[config.mk]
export PLATFORM = sky130hd
export DESIGN_NAME = uart_tx_flat
export DESIGN_NICKNAME = d
export VERILOG_FILES = /design/src/rtl/uart_pkg.sv /design/src/rtl/uart_tx_if.sv /design/src/rtl/uart_baud_gen.sv /design/src/rtl/uart_tx.sv /design/src/flat_wrapper.sv
export SDC_FILE = /design/constraint.sdc
export NUM_CORES = 1
export LEC_CHECK = 0
export BUFFER_PORTS_ARGS = -buffer_cell sky130_fd_sc_hd__buf_2
export CORE_MARGIN = 5
export CORE_UTILIZATION = 40
export CTS_BUF_LIST = sky130_fd_sc_hd__clkbuf_8
export CTS_CLUSTER_DIAMETER = 150
export DETAILED_ROUTE_END_ITERATION = 10
export GPL_TIMING_DRIVEN = 0
export PLACE_DENSITY = 0.56
export SLEW_MARGIN = 15
export SYNTH_ARGS = -nofsm -noshare
export SYNTH_HDL_FRONTEND = slang
export SYNTH_SLANG_ARGS = --single-unit
[constraint.sdc]
create_clock -name clk -period 2.96 [get_ports clk]
set_input_delay 0.296 -clock clk [delete_from_list [all_inputs] [get_ports clk]]
set_output_delay 0.296 -clock clk [all_outputs]
set_load 0.005 [all_outputs]
[src/rtl/uart_pkg.sv]
// Shared UART definitions used by the transmitter, the receiver and the display glue.
// Contents: frame state enum, data/stop-bit widths and a bit-period divider helper.
package uart_pkg;

  localparam int unsigned UART_DATA_W    = 8;
  localparam int unsigned UART_STOP_BITS = 1;

  // StParity is only reachable when the transmitter is built with parity enabled.
  typedef enum logic [2:0] {
    StIdle,
    StStart,
    StData,
    StParity,
    StStop
  } uart_state_e;

  // Bit period in system clocks (integer floor); callers must keep the result >= 2.
  function automatic int unsigned uart_calc_div(input int unsigned clk_freq,
                                                input int unsigned baud);
    return clk_freq / baud;
  endfunction

endpackage

[src/rtl/uart_tx_if.sv]
// Byte-level handshake between a UART transmitter and its client.
//   send_data  : byte to transmit, sampled when the request is accepted
//   send_start : request strobe, level-sampled every cycle while idle
//   txd        : serial line, idle high
//   busy       : frame in progress
//   done       : one-cycle pulse on the last cycle of a frame
// master = client driving requests, slave = transmitter.
interface uart_tx_if;
  import uart_pkg::*;

  logic [UART_DATA_W-1:0] send_data;
  logic                   send_start;
  logic                   txd;
  logic                   busy;
  logic                   done;

  modport master (
    output send_data,
    output send_start,
    input  txd,
    input  busy,
    input  done
  );

  modport slave (
    input  send_data,
    input  send_start,
    output txd,
    output busy,
    output done
  );

endinterface

[src/rtl/uart_baud_gen.sv]
// Baud tick generator: a counter running 0..Div-1 that pulses tick_o on the last count.
//   clk        : system clock
//   rst_n      : asynchronous active-low reset
//   clear_i    : synchronous restart from 0 (used when a new frame is accepted)
//   tick_o     : one-cycle pulse every Div cycles (counter at Div-1)
//   pre_tick_o : high one cycle before tick_o (counter at Div-2)
module uart_baud_gen #(
  parameter int unsigned Div = 16
) (
  input  logic clk,
  input  logic rst_n,
  input  logic clear_i,
  output logic tick_o,
  output logic pre_tick_o
);

  localparam int unsigned CntW = (Div > 1) ? $clog2(Div) : 1;
  localparam logic [CntW-1:0] CntLast = CntW'(Div - 1);
  localparam logic [CntW-1:0] CntPre  = CntW'(Div - 2);

  logic [CntW-1:0] cnt_q, cnt_d;

  assign tick_o     = (cnt_q == CntLast);
  assign pre_tick_o = (cnt_q == CntPre);

  always_comb begin
    cnt_d = cnt_q + CntW'(1);
    if (clear_i || tick_o) begin
      cnt_d = '0;
    end
  end

  always_ff @(posedge clk or negedge rst_n) begin
    if (!rst_n) begin
      cnt_q <= '0;
    end else begin
      cnt_q <= cnt_d;
    end
  end

endmodule

[src/rtl/uart_tx.sv]
// UART transmitter: shifts a byte out on txd as 8N1, LSB first, paced by an internal baud
// tick of DIV = CLK_FREQ / BAUD clocks. Define UART_TX_PARITY_EN to insert an even-parity
// bit between data bit 7 and the stop bit (8E1).
//   clk, rst_n : system clock, asynchronous active-low reset
//   bus        : uart_tx_if slave (send_data, send_start in; txd, busy, done out)
// All outputs come straight from flops, so txd is glitch-free and idles high in reset.
module uart_tx
  import uart_pkg::*;
#(
  parameter int unsigned CLK_FREQ = 50_000_000,
  parameter int unsigned BAUD     = 115200
) (
  input  logic      clk,
  input  logic      rst_n,
  uart_tx_if.slave  bus
);

  localparam int unsigned DIV = uart_calc_div(CLK_FREQ, BAUD);

  uart_state_e            state_q, state_d;
  logic [UART_DATA_W-1:0] shift_q, shift_d;
  logic [2:0]             bit_idx_q, bit_idx_d;
  logic                   txd_q, txd_d;
  logic                   busy_q, busy_d;
  logic                   done_q, done_d;
`ifdef UART_TX_PARITY_EN
  logic                   parity_q, parity_d;
`endif

  logic baud_clear;
  logic tick;
  logic pre_tick;

  uart_baud_gen #(
    .Div(DIV)
  ) u_baud_gen (
    .clk        (clk),
    .rst_n      (rst_n),
    .clear_i    (baud_clear),
    .tick_o     (tick),
    .pre_tick_o (pre_tick)
  );

  // Next-state logic.
  always_comb begin
    state_d    = state_q;
    shift_d    = shift_q;
    bit_idx_d  = bit_idx_q;
    baud_clear = 1'b0;
`ifdef UART_TX_PARITY_EN
    parity_d   = parity_q;
`endif

    unique case (state_q)
      StIdle: begin
        if (bus.send_start) begin
          state_d    = StStart;
          shift_d    = bus.send_data;
          bit_idx_d  = '0;
          baud_clear = 1'b1;
`ifdef UART_TX_PARITY_EN
          parity_d   = ^bus.send_data;
`endif
        end
      end
      StStart: begin
        if (tick) begin
          state_d = StData;
        end
      end
      StData: begin
        if (tick) begin
          shift_d   = shift_q >> 1;
          bit_idx_d = bit_idx_q + 3'd1;
          if (bit_idx_q == 3'd7) begin
`ifdef UART_TX_PARITY_EN
            state_d = StParity;
`else
            state_d = StStop;
`endif
          end
        end
      end
`ifdef UART_TX_PARITY_EN
      StParity: begin
        if (tick) begin
          state_d = StStop;
        end
      end
`endif
      StStop: begin
        if (tick) begin
          state_d = StIdle;
        end
      end
      default: begin
        state_d = StIdle;
      end
    endcase
  end

  // Outputs are decoded from the next state and registered, so they line up with state_q.
  always_comb begin
    unique case (state_d)
      StStart: txd_d = 1'b0;
      StData:  txd_d = shift_d[0];
`ifdef UART_TX_PARITY_EN
      StParity: txd_d = parity_d;
`endif
      default: txd_d = 1'b1;
    endcase
    busy_d = (state_d != StIdle);
    // Counter sits at DIV-2 one cycle before the last stop cycle.
    done_d = (state_q == StStop) && pre_tick;
  end

  always_ff @(posedge clk or negedge rst_n) begin
    if (!rst_n) begin
      state_q   <= StIdle;
      shift_q   <= '0;
      bit_idx_q <= '0;
      txd_q     <= 1'b1;
      busy_q    <= 1'b0;
      done_q    <= 1'b0;
`ifdef UART_TX_PARITY_EN
      parity_q  <= 1'b0;
`endif
    end else begin
      state_q   <= state_d;
      shift_q   <= shift_d;
      bit_idx_q <= bit_idx_d;
      txd_q     <= txd_d;
      busy_q    <= busy_d;
      done_q    <= done_d;
`ifdef UART_TX_PARITY_EN
      parity_q  <= parity_d;
`endif
    end
  end

  assign bus.txd  = txd_q;
  assign bus.busy = busy_q;
  assign bus.done = done_q;

endmodule
[src/flat_wrapper.sv]
// flat-port wrapper written by rule: the top's interface ports become plain ports
module uart_tx_flat import uart_pkg::*;
#(
  parameter int unsigned CLK_FREQ = 50_000_000,
  parameter int unsigned BAUD     = 115200
)
  (clk, rst_n, bus_send_data, bus_send_start, bus_txd, bus_busy, bus_done);
  uart_tx_if bus_i ();
  input  logic clk;
  input  logic rst_n;
  input wire logic [$bits(bus_i.send_data)-1:0] bus_send_data;
  input wire logic [$bits(bus_i.send_start)-1:0] bus_send_start;
  output wire logic [$bits(bus_i.txd)-1:0] bus_txd;
  output wire logic [$bits(bus_i.busy)-1:0] bus_busy;
  output wire logic [$bits(bus_i.done)-1:0] bus_done;
  assign bus_i.send_data = bus_send_data;
  assign bus_i.send_start = bus_send_start;
  assign bus_txd = bus_i.txd;
  assign bus_busy = bus_i.busy;
  assign bus_done = bus_i.done;
  uart_tx #(.CLK_FREQ(CLK_FREQ), .BAUD(BAUD)) u_core (.clk(clk), .rst_n(rst_n), .bus(bus_i));
endmodule
Word level (Yosys, flattened, before mapping). Index checks and enable logic that the tools add are counted.

Input bits: 11. Output and inout bits: 3. Register bits after elaboration: 26. Logic and storage cells: 42.

Equal/unequal tests: 10. Muxes and demuxes: 16. Add/sub/neg operators: 2. Reductions and logical operators: 6.

Operator list (number): $mux 3 (7); $eq 9x9->1 const B (2); $mux 8 (2); $pmux 8 s2 (1); $pmux 3 s4 (1); $add 9x1->9 const B (1); $mux 9 (1); $eq 3x1->1 const B (2); $eq 3x2->1 const B (2); $eq 3x3->1 const B (2); $pmux 3 s2 (1); $ne 2x2->1 const B (2); $add 3x1->3 const B (1); $logic_not 3->1 (1); $reduce_and 3->1 (1); $reduce_bool 3->1 (1); $mux 1 (2); $pmux 1 s2 (1); $reduce_bool 2->1 (1); $logic_and 1x1->1 (1); $logic_or 1x1->1 (1).

Logic depth before layout (Yosys ltp). Gate-level depths: netlist of the first run.

Depth after elaboration: 6. Depth in mapped cells: 8.

By module. From an unflattened synthesis of the first run, not the netlist that was laid out.

Cells, all modules: 123. Area, all modules: 1298.7 µm².

By module, submodules not included: uart_tx (area each 823.3 µm², instances 1, seq. area each 426.7 µm², cells each 74); uart_baud_gen (area each 475.5 µm², instances 1, seq. area each 225.2 µm², cells each 49).

Worst setup path after synthesis of the first run. Ideal clock, no wire load.

Path type: flip-flop to flip-flop. Start: register u_core.u_baud_gen.cnt_q[0]. End: register u_core.shift_q[5]. Setup slack: 1303 ps. Required time: 2842 ps. Clock period less this slack: 1657 ps. Setup time: 118 ps. Cell stages (with the launch flop): 8. Arrival time: 1539 ps. Path through: dfrtp_1 > ha_1 > nor4bb_4 > and4_1 > buf_6 > buf_12 > a22o_1 > a21o_1.

Word-level cells in the longest chain between the ends: 3.

RTL lines: start: declaration (RTL line uart_baud_gen.sv:21) `logic [CntW-1:0] cnt_q, cnt_d;`; start signal: assignment (RTL line uart_baud_gen.sv:37) `cnt_q <= cnt_d;`; $eq 9x9->1 (RTL line uart_baud_gen.sv:23) `assign tick_o = (cnt_q == CntLast);`; $ne 2x2->1 (no source line); $reduce_and 3->1 (no source line); end signal: assignment (RTL line uart_tx.sv:130) `shift_q <= shift_d;`; end: declaration (RTL line uart_tx.sv:21) `logic [UART_DATA_W-1:0] shift_q, shift_d;`.

No other way between the ends. A chain may end at the register's enable or synchronous reset.

Final worst setup path of the first run.
Start: register u_core.u_baud_gen.cnt_q[1]. End: register u_core.bit_idx_q[0].

Word-level cells in the longest chain between the ends: 3.

RTL lines: $eq 9x9->1 (RTL line uart_baud_gen.sv:23); $ne 2x2->1 (no source line); $reduce_and 3->1 (no source line); end signal: assignment (RTL line uart_tx.sv:131) `bit_idx_q <= bit_idx_d;`; end: declaration (RTL line uart_tx.sv:22) `logic [2:0] bit_idx_q, bit_idx_d;`.

No other way between the ends.

==> flow_metrics.tcl, run 1 <==
set metrics [dict create \
    outcome "finished, final reports clean" \
    buffer_ports.inserted 13 \
    io_pins 14 \
    totalNegativeSetupSlack_ns 0 \
    synth-edff-count 0 \
    route.vias.total 877 \
    cts_post_setup_buffers_inserted 0 \
    ffs_latches_synth 26 \
    antenna_found_initial 0 \
    yosysUniqueCellTypes 36 \
    maxSlewHeadroom 0.507 \
    area_growth_syn_to_layout_pct 12.5 \
    post_detailed_route_wirelength_per_cell_um 12.6 \
    worst_skew_pair.late_latency_ns 0.26 \
    globalRoute.totalOverflow 0 \
    drt-total-wl_mm 2.20 \
    tightest_slew_ns 0.737 \
    grt_pass1_vias 932 \
    num_rows 21 \
    critical_path.slowest_cell "sky130_fd_sc_hd__dfrtp_1" \
    grt_first_pass_wirelength_mm 4.02 \
    die_x_um 67.8 \
    drtPass1Iterations 4 \
    leakage_nw 0.747 \
    worstSetupEndpointType "flop" \
    yosys_most_used_dff "sky130_fd_sc_hd__dfrtp_1" \
    clock_sink_count 26 \
    floorplan.die_area_um2 4600 \
    synth_async_reset_ratio 1.00 \
    finish.utilization 0.458 \
    fmaxAchievable_mhz 552 \
    via_per_inst 5.04 \
    worst_hold_path_type "in2async" \
    timing.final.max_slew_violations 0 \
    timing.critical_path.required_ns 3.11 \
    worstPathMaxFanout 7 \
    tritoncts.num_buffers 3 \
    largest_net_degree_at_the_start_of_global_routing 27 \
    place.gp.congestion 0.742 \
    insertedDiodeCount 0 \
    max_stage_delay_ns 0.44 \
    post_dp_hpwl_mm 1.64 \
    setup.worst_path.start_class "flop" \
    period_minus_slack_ns 1.81 \
    yosysWarningCount 0 \
    finalSetupViolations 0 \
    cts-hold-fix-buffers 0 \
    initial_utilization 0.407 \
    fin_crit_sh 0.612 \
    cts_tree "yes" \
    hold_viol_final 0 \
    cp_cell_instances "inv_1 > ha_1 > nor4bb_4 > and4_1 > buf_6 > nor2_4 > mux2_2" \
    clock_tree.buffer_depth 2 \
    postSynthAreaPerCell_um2 12.0 \
    worst_ir_drop_vdd_uv 236 \
    cts_resized 0 \
    post_synthesis_instance_total 111 \
    setup_repair_after_global_routing_missed_its_margin "no" \
    gr-usage-all-layers 0.114 \
    final_net_count 145 \
    clk_root_buffer_cell "sky130_fd_sc_hd__clkbuf_8" \
    chipHeight_um 67.8 \
    cts.htree.levels 1 \
    synth.net_count 127 \
    worstSetupPathType "reg2reg" \
    synth_sequential_area_ratio 0.488 \
    final_antenna_net_count 0 \
    max_cap_violations 0 \
    fp.coreArea_um2 3280 \
    synth_area_um2 1340 \
    clk_pin_slew_ns 0.09 \
    power_per_cell_area_nw_per_um2 575 \
    drive_gt1_frac 0.258 \
    drt_first_iter_violations 44 \
    wp_data_arrival_ns 1.97 \
    timing.clock.skew_ns 0.00220 \
    fillCellCount 306 \
    detail_route.drc_violations 0 \
]
-- registers in the layout, indices dropped and copies added, names as in the netlist --
signal,cells
u_core.state_q,3
u_core.shift_q,8
u_core.bus.busy,1
u_core.bus.txd,1
u_core.bit_idx_q,3
u_core.bus.done,1
u_core.u_baud_gen.cnt_q,9
-- per-stage QoR --
step	setup WS (ns)	power, mW	std cells	hold WS (ns)	instance area, µm²
after floorplan	1.30	0.622	111	0.000409	1340
after global placement	1.18	0.668	170	0.334	1460
after detailed placement	1.16	0.679	170	0.335	1460
after CTS	1.13	0.877	174	0.0433	1500
after global routing	0.993	0.921	174	0.0709	1500
final	1.15	0.864	174	0.0204	1500
-- area by class of cell --
type / instances / area [µm²] / share of cell area
buffer: 3 / 42.5 / 0.0283
clock buffer: 3 / 41.3 / 0.0275
clock inverter: 1 / 3.75 / 0.00250
inverter: 2 / 7.51 / 0.00499
multi-input combinational: 80 / 634 / 0.422
sequential: 26 / 652 / 0.433
tap: 46 / 57.6 / 0.0383
timing repair buffer: 13 / 65.1 / 0.0433
-- cell families after synthesis --
family | after synthesis | share of synthesized area
and+or+nand+nor | 44 | 0.228
DFF | 26 | 0.488
AOI/OAI and AO/OA | 23 | 0.145
xor gates and xnor gates | 7 | 0.0459
buffers and inverters | 5 | 0.0375
adders and majority gates | 5 | 0.0468
muxes | 1 | 0.00843
-- critical path: cells and delay by family (launching register included) --
family / cells / cell delay [ns]
adder cells (fa/ha/maj): 1 / 0.14
AND/OR/NAND/NOR: 3 / 0.58
multiplexers: 1 / 0.29
flip-flops: 1 / 0.44
buffers and inverters: 2 / 0.24
-- metal layers --
| layer | global-route usage | wire length, µm | vias to the layer above |
|---|---|---|---|
| met3 | 0.0200 | 77 | 2 |
| met1 | 0.150 | 1110 | 429 |
| met2 | 0.185 | 994 | 12 |
| li1 | - | - | 434 |
| met4 | 0.0447 | 18 | 0 |
| met5 | 0 | 0 | - |
-- worst paths after layout --
| path | to | slack, ns | startpoint | cells after the start |
|---|---|---|---|---|
| worst max-delay path | u_core.bit_idx_q[0]$_DFFE_PN0P_ | 1.15 | u_core.u_baud_gen.cnt_q[1]$_DFF_PN0_ | 7 |
| worst min-delay path | u_core.bus.busy$_DFF_PN0_ | 0.02 | rst_n | 1 |
| worst max register to register | u_core.bit_idx_q[0]$_DFFE_PN0P_ | 1.15 | u_core.u_baud_gen.cnt_q[1]$_DFF_PN0_ | 7 |
| worst min register to register | u_core.shift_q[5]$_DFFE_PN0P_ | 0.49 | u_core.shift_q[5]$_DFFE_PN0P_ | 1 |
| max in group asynchronous | u_core.u_baud_gen.cnt_q[8]$_DFF_PN0_ | 2.57 | rst_n | 1 |
| min in group clk | u_core.shift_q[7]$_DFFE_PN0P_ | 0.24 | bus_send_data[7] | 3 |
-- report_power, final --
group	internal [mW]	switching, mW
registers	0.426	0.0810
logic	0.0860	0.0726
clock network	0.0927	0.105
-- synthesized netlist by cell type (2+ instances only) --
cell type                  count  area [µm²]
sky130_fd_sc_hd__a21oi_1       2        10.0
sky130_fd_sc_hd__nand3_1       4        20.0
sky130_fd_sc_hd__a22o_1        6        52.6
sky130_fd_sc_hd__nand2_1      10        37.5
sky130_fd_sc_hd__xor2_1        6        52.6
sky130_fd_sc_hd__a21o_1        6        45.0
sky130_fd_sc_hd__o21ai_0       5        25.0
sky130_fd_sc_hd__dfrtp_1      25         626
sky130_fd_sc_hd__nand4_1       2        12.5
sky130_fd_sc_hd__and4_1        2        17.5
sky130_fd_sc_hd__nor2b_1       2        12.5
sky130_fd_sc_hd__nor2_1       10        37.5
sky130_fd_sc_hd__buf_6         2        22.5
sky130_fd_sc_hd__ha_1          5        62.6
sky130_fd_sc_hd__nand3b_1      2        15.0
sky130_fd_sc_hd__inv_1         2        7.51
-- cells in the final DEF, fill, tap and decap left out --
cell	Yosys	layout
sky130_fd_sc_hd__a21o_2	1	1
sky130_fd_sc_hd__and2_2	1	1
sky130_fd_sc_hd__nor4bb_4	1	1
sky130_fd_sc_hd__clkbuf_8	0	3
sky130_fd_sc_hd__a21oi_1	2	2
sky130_fd_sc_hd__buf_12	1	1
sky130_fd_sc_hd__buf_2	0	13
sky130_fd_sc_hd__a21o_1	6	6
sky130_fd_sc_hd__nor2_4	1	1
sky130_fd_sc_hd__nand3b_1	2	2
sky130_fd_sc_hd__mux2_2	1	1
sky130_fd_sc_hd__and2b_2	1	1
sky130_fd_sc_hd__or3b_1	1	1
sky130_fd_sc_hd__o21ai_0	5	5
sky130_fd_sc_hd__a31oi_4	1	1
sky130_fd_sc_hd__a22oi_4	1	1
sky130_fd_sc_hd__dfstp_2	1	1
sky130_fd_sc_hd__nand3_1	4	4
sky130_fd_sc_hd__xor2_1	6	6
sky130_fd_sc_hd__nor2b_1	2	2
sky130_fd_sc_hd__nor2_1	10	10
sky130_fd_sc_hd__ha_1	5	5
sky130_fd_sc_hd__and3_2	1	1
sky130_fd_sc_hd__nand4_1	2	2
sky130_fd_sc_hd__inv_1	2	3
sky130_fd_sc_hd__dfrtp_1	25	25
sky130_fd_sc_hd__nor4b_4	1	1
sky130_fd_sc_hd__nand3b_4	1	1
sky130_fd_sc_hd__a22o_1	6	6
sky130_fd_sc_hd__buf_6	2	2
sky130_fd_sc_hd__a32o_1	1	1
sky130_fd_sc_hd__and4_1	2	2
sky130_fd_sc_hd__xnor2_1	1	1
sky130_fd_sc_hd__nor4bb_1	1	1
sky130_fd_sc_hd__and4_2	1	1
sky130_fd_sc_hd__nand2_1	10	10
sky130_fd_sc_hd__and3_1	1	1
sky130_fd_sc_hd__and4b_4	1	1
Note: power is estimated with default switching activity, not from simulation.
==> run 2: changes to the inputs <==
- clock period: 2.96 -> 1.7 ns (I/O delays scaled with it)
==> run 2 against run 1 <==
Compared with the run above:
- die area unchanged
- critical path type unchanged
- power up 86%
- global-route usage up 0.90 points
- first-iteration DRC count down 6.8%
- clock skew up 0.0031 ns
- critical path depth unchanged
==> flow_metrics.tcl, run 2 (synthesis results as in run 1) <==
set metrics [dict create \
    setup.worst_path.start_class "flop" \
    max_cap_violations 0 \
    worstPathMaxFanout 7 \
    pwr-share-clk 0.214 \
    worst_skew_pair.late_latency_ns 0.26 \
    mostFrequentLayoutCells "sky130_fd_sc_hd__dfrtp_1, sky130_fd_sc_hd__buf_2, sky130_fd_sc_hd__nor2_1, sky130_fd_sc_hd__nand2_1, sky130_fd_sc_hd__buf_4" \
    via_per_inst 5.01 \
    final_net_count 156 \
    tritoncts.num_buffers 3 \
    worst_hold_path_type "in2reg" \
    clk_pin_slew_ns 0.08 \
    fin_crit_sh 0.995 \
    power.internal_mw 1.12 \
    outcome "finished, final reports clean" \
    final_antenna_net_count 0 \
    design_area_um2 1650 \
    drtPass1Iterations 4 \
    die_x_um 67.8 \
    buffer_ports.inserted 13 \
    floorplan.die_area_um2 4600 \
    finish.utilization 0.501 \
    max_ffs_per_register 9 \
    num_rows 21 \
    leakage_nw 0.806 \
    clk_root_buffer_cell "sky130_fd_sc_hd__clkbuf_8" \
    io_pins 14 \
    r2r_slack_ns 0.009 \
    post-place-cells 170 \
    fp.coreArea_um2 3280 \
    setup_repair_after_global_routing_missed_its_margin "yes" \
    detail_route.drc_violations 0 \
    clock_tree.buffer_depth 2 \
    combinationalPowerShare 0.238 \
    postPlaceCellArea_um2 1460 \
    critical_path.reg2reg.startpoint "u_core.u_baud_gen.cnt_q[1]$_DFF_PN0_" \
    worstSetupPathType "reg2reg" \
    largest-register "u_core.u_baud_gen.cnt_q" \
    timing.critical_path.required_ns 1.85 \
    grt_pass1_vias 1000 \
    initial_utilization 0.407 \
    post_dp_hpwl_mm 1.64 \
    antenna_found_initial 0 \
    sw_frac_of_total 0.302 \
    hold_viol_final 0 \
    crit_end "u_core.bit_idx_q[0]$_DFFE_PN0P_" \
    maxSlewHeadroom 0.616 \
    tightest_slew_ns 0.576 \
    worst_ir_drop_vdd_uv 414 \
    fillCellCount 296 \
    instances_no_fill 185 \
    finalSetupViolations 0 \
    drt_first_iter_violations 41 \
    post_detailed_route_wirelength_per_cell_um 13.2 \
    worstSetupEndpointType "flop" \
    clock_sink_count 26 \
    chipHeight_um 67.8 \
    area_growth_syn_to_layout_pct 23.2 \
    power_per_cell_area_nw_per_um2 977 \
    capturing_point_of_the_worst_reg2reg_path "u_core.bit_idx_q[0]$_DFFE_PN0P_" \
    fmaxAchievable_mhz 591 \
    worstRegToRegCells 7 \
    wp_data_arrival_ns 1.84 \
    globalRoute.totalOverflow 0 \
    cts.htree.levels 1 \
    timing.clock.skew_ns 0.00534 \
    p_seq_frac 0.548 \
    period_minus_slack_ns 1.69 \
    drt-total-wl_mm 2.45 \
    route.vias.total 926 \
    layout.cells.most_common "sky130_fd_sc_hd__dfrtp_1" \
    power.net_switching_mw 0.486 \
    reg_top3 "u_core.u_baud_gen.cnt_q: 9 flops, u_core.shift_q: 8 flops" \
    insertedDiodeCount 0 \
    timing.final.max_slew_violations 0 \
    place.gp.congestion 0.742 \
    timing.critical_path.from "u_core.u_baud_gen.cnt_q[1]$_DFF_PN0_" \
    drive_gt1_frac 0.374 \
    largest_net_degree_at_the_start_of_global_routing 27 \
    cts_tree "yes" \
    grt_first_pass_wirelength_mm 4.32 \
    gr-usage-all-layers 0.123 \
]
-- run 2: how the worst min path moves through the flow --
stage                     start                         endpoint  slack, ns  depth (start not counted)
2_1_floorplan             rst_n  u_core.bit_idx_q[0]$_DFFE_PN0P_      -0.13                          0
3_3_place_gp              rst_n        u_core.bus.busy$_DFF_PN0_       0.21                          1
3_5_place_dp              rst_n        u_core.bus.busy$_DFF_PN0_       0.21                          1
4_1_cts        bus_send_data[7]    u_core.shift_q[7]$_DFFE_PN0P_       0.11                          3
5_1_grt        bus_send_data[7]    u_core.shift_q[7]$_DFFE_PN0P_       0.13                          3
6_report       bus_send_data[7]    u_core.shift_q[7]$_DFFE_PN0P_       0.11                          3
-- run 2: final cells by class --
| cell class | count | area (µm²) | share of cell area |
|---|---|---|---|
| plain buffers | 3 | 42.5 | 0.0258 |
| clock buffers | 3 | 41.3 | 0.0251 |
| clock inverters | 1 | 3.75 | 0.00228 |
| inverters | 2 | 7.51 | 0.00456 |
| multi-input cells | 80 | 664 | 0.403 |
| flip-flops and latches | 26 | 656 | 0.398 |
| well taps | 46 | 57.6 | 0.0350 |
| repair buffers | 24 | 174 | 0.106 |
-- run 2: worst max-delay path, stage by stage (launching register included) --
cell,delay [ns]
sky130_fd_sc_hd__dfrtp_1,0.41
sky130_fd_sc_hd__inv_2,0.08
sky130_fd_sc_hd__ha_4,0.11
sky130_fd_sc_hd__nor4bb_4,0.24
sky130_fd_sc_hd__and4_1,0.27
sky130_fd_sc_hd__buf_6,0.16
sky130_fd_sc_hd__nor2_4,0.06
sky130_fd_sc_hd__mux2_4,0.25
-- run 2: what timing repair did --
item / 4_1_cts / 5_1_grt
cloned: 1 / 0
setup buffers: 7 / 2
endpoints found under the setup margin: 9 / 19
gates resized for setup: 5 / 9
hold buffers: 1 / 0
endpoints found under the hold margin: 25 / 0
pin swaps: 2 / 5
-- run 2: per-stage QoR --
stage          setup slack (ns)  setup TNS [ns]  hold slack [ns]  power, mW
2_1_floorplan            0.0434               0           -0.126       1.08
3_3_place_gp            -0.0779          -0.272            0.208       1.16
3_5_place_dp             -0.102          -0.428            0.209       1.18
4_1_cts                -0.00137        -0.00137            0.112       1.59
5_1_grt                 -0.0869          -0.531            0.131       1.71
6_report                0.00862               0            0.113       1.61
-- run 2: power by group through the flow --
stage          clock network [mW]  registers, mW  logic [mW]
5_1_grt                     0.376          0.903       0.433
4_1_cts                     0.357          0.874       0.357
3_5_place_dp                    0          0.898       0.283
6_report                    0.344          0.881       0.383
3_3_place_gp                    0          0.893       0.271
2_1_floorplan                   0          0.864       0.219
-- run 2: layer usage --
layer | GRT usage | part of all wire | wire, µm
met5 | 0 | 0 | 0
met4 | 0.0447 | 0.0074 | 18
met3 | 0.0200 | 0.031 | 76
met2 | 0.207 | 0.47 | 1150
met1 | 0.159 | 0.49 | 1210
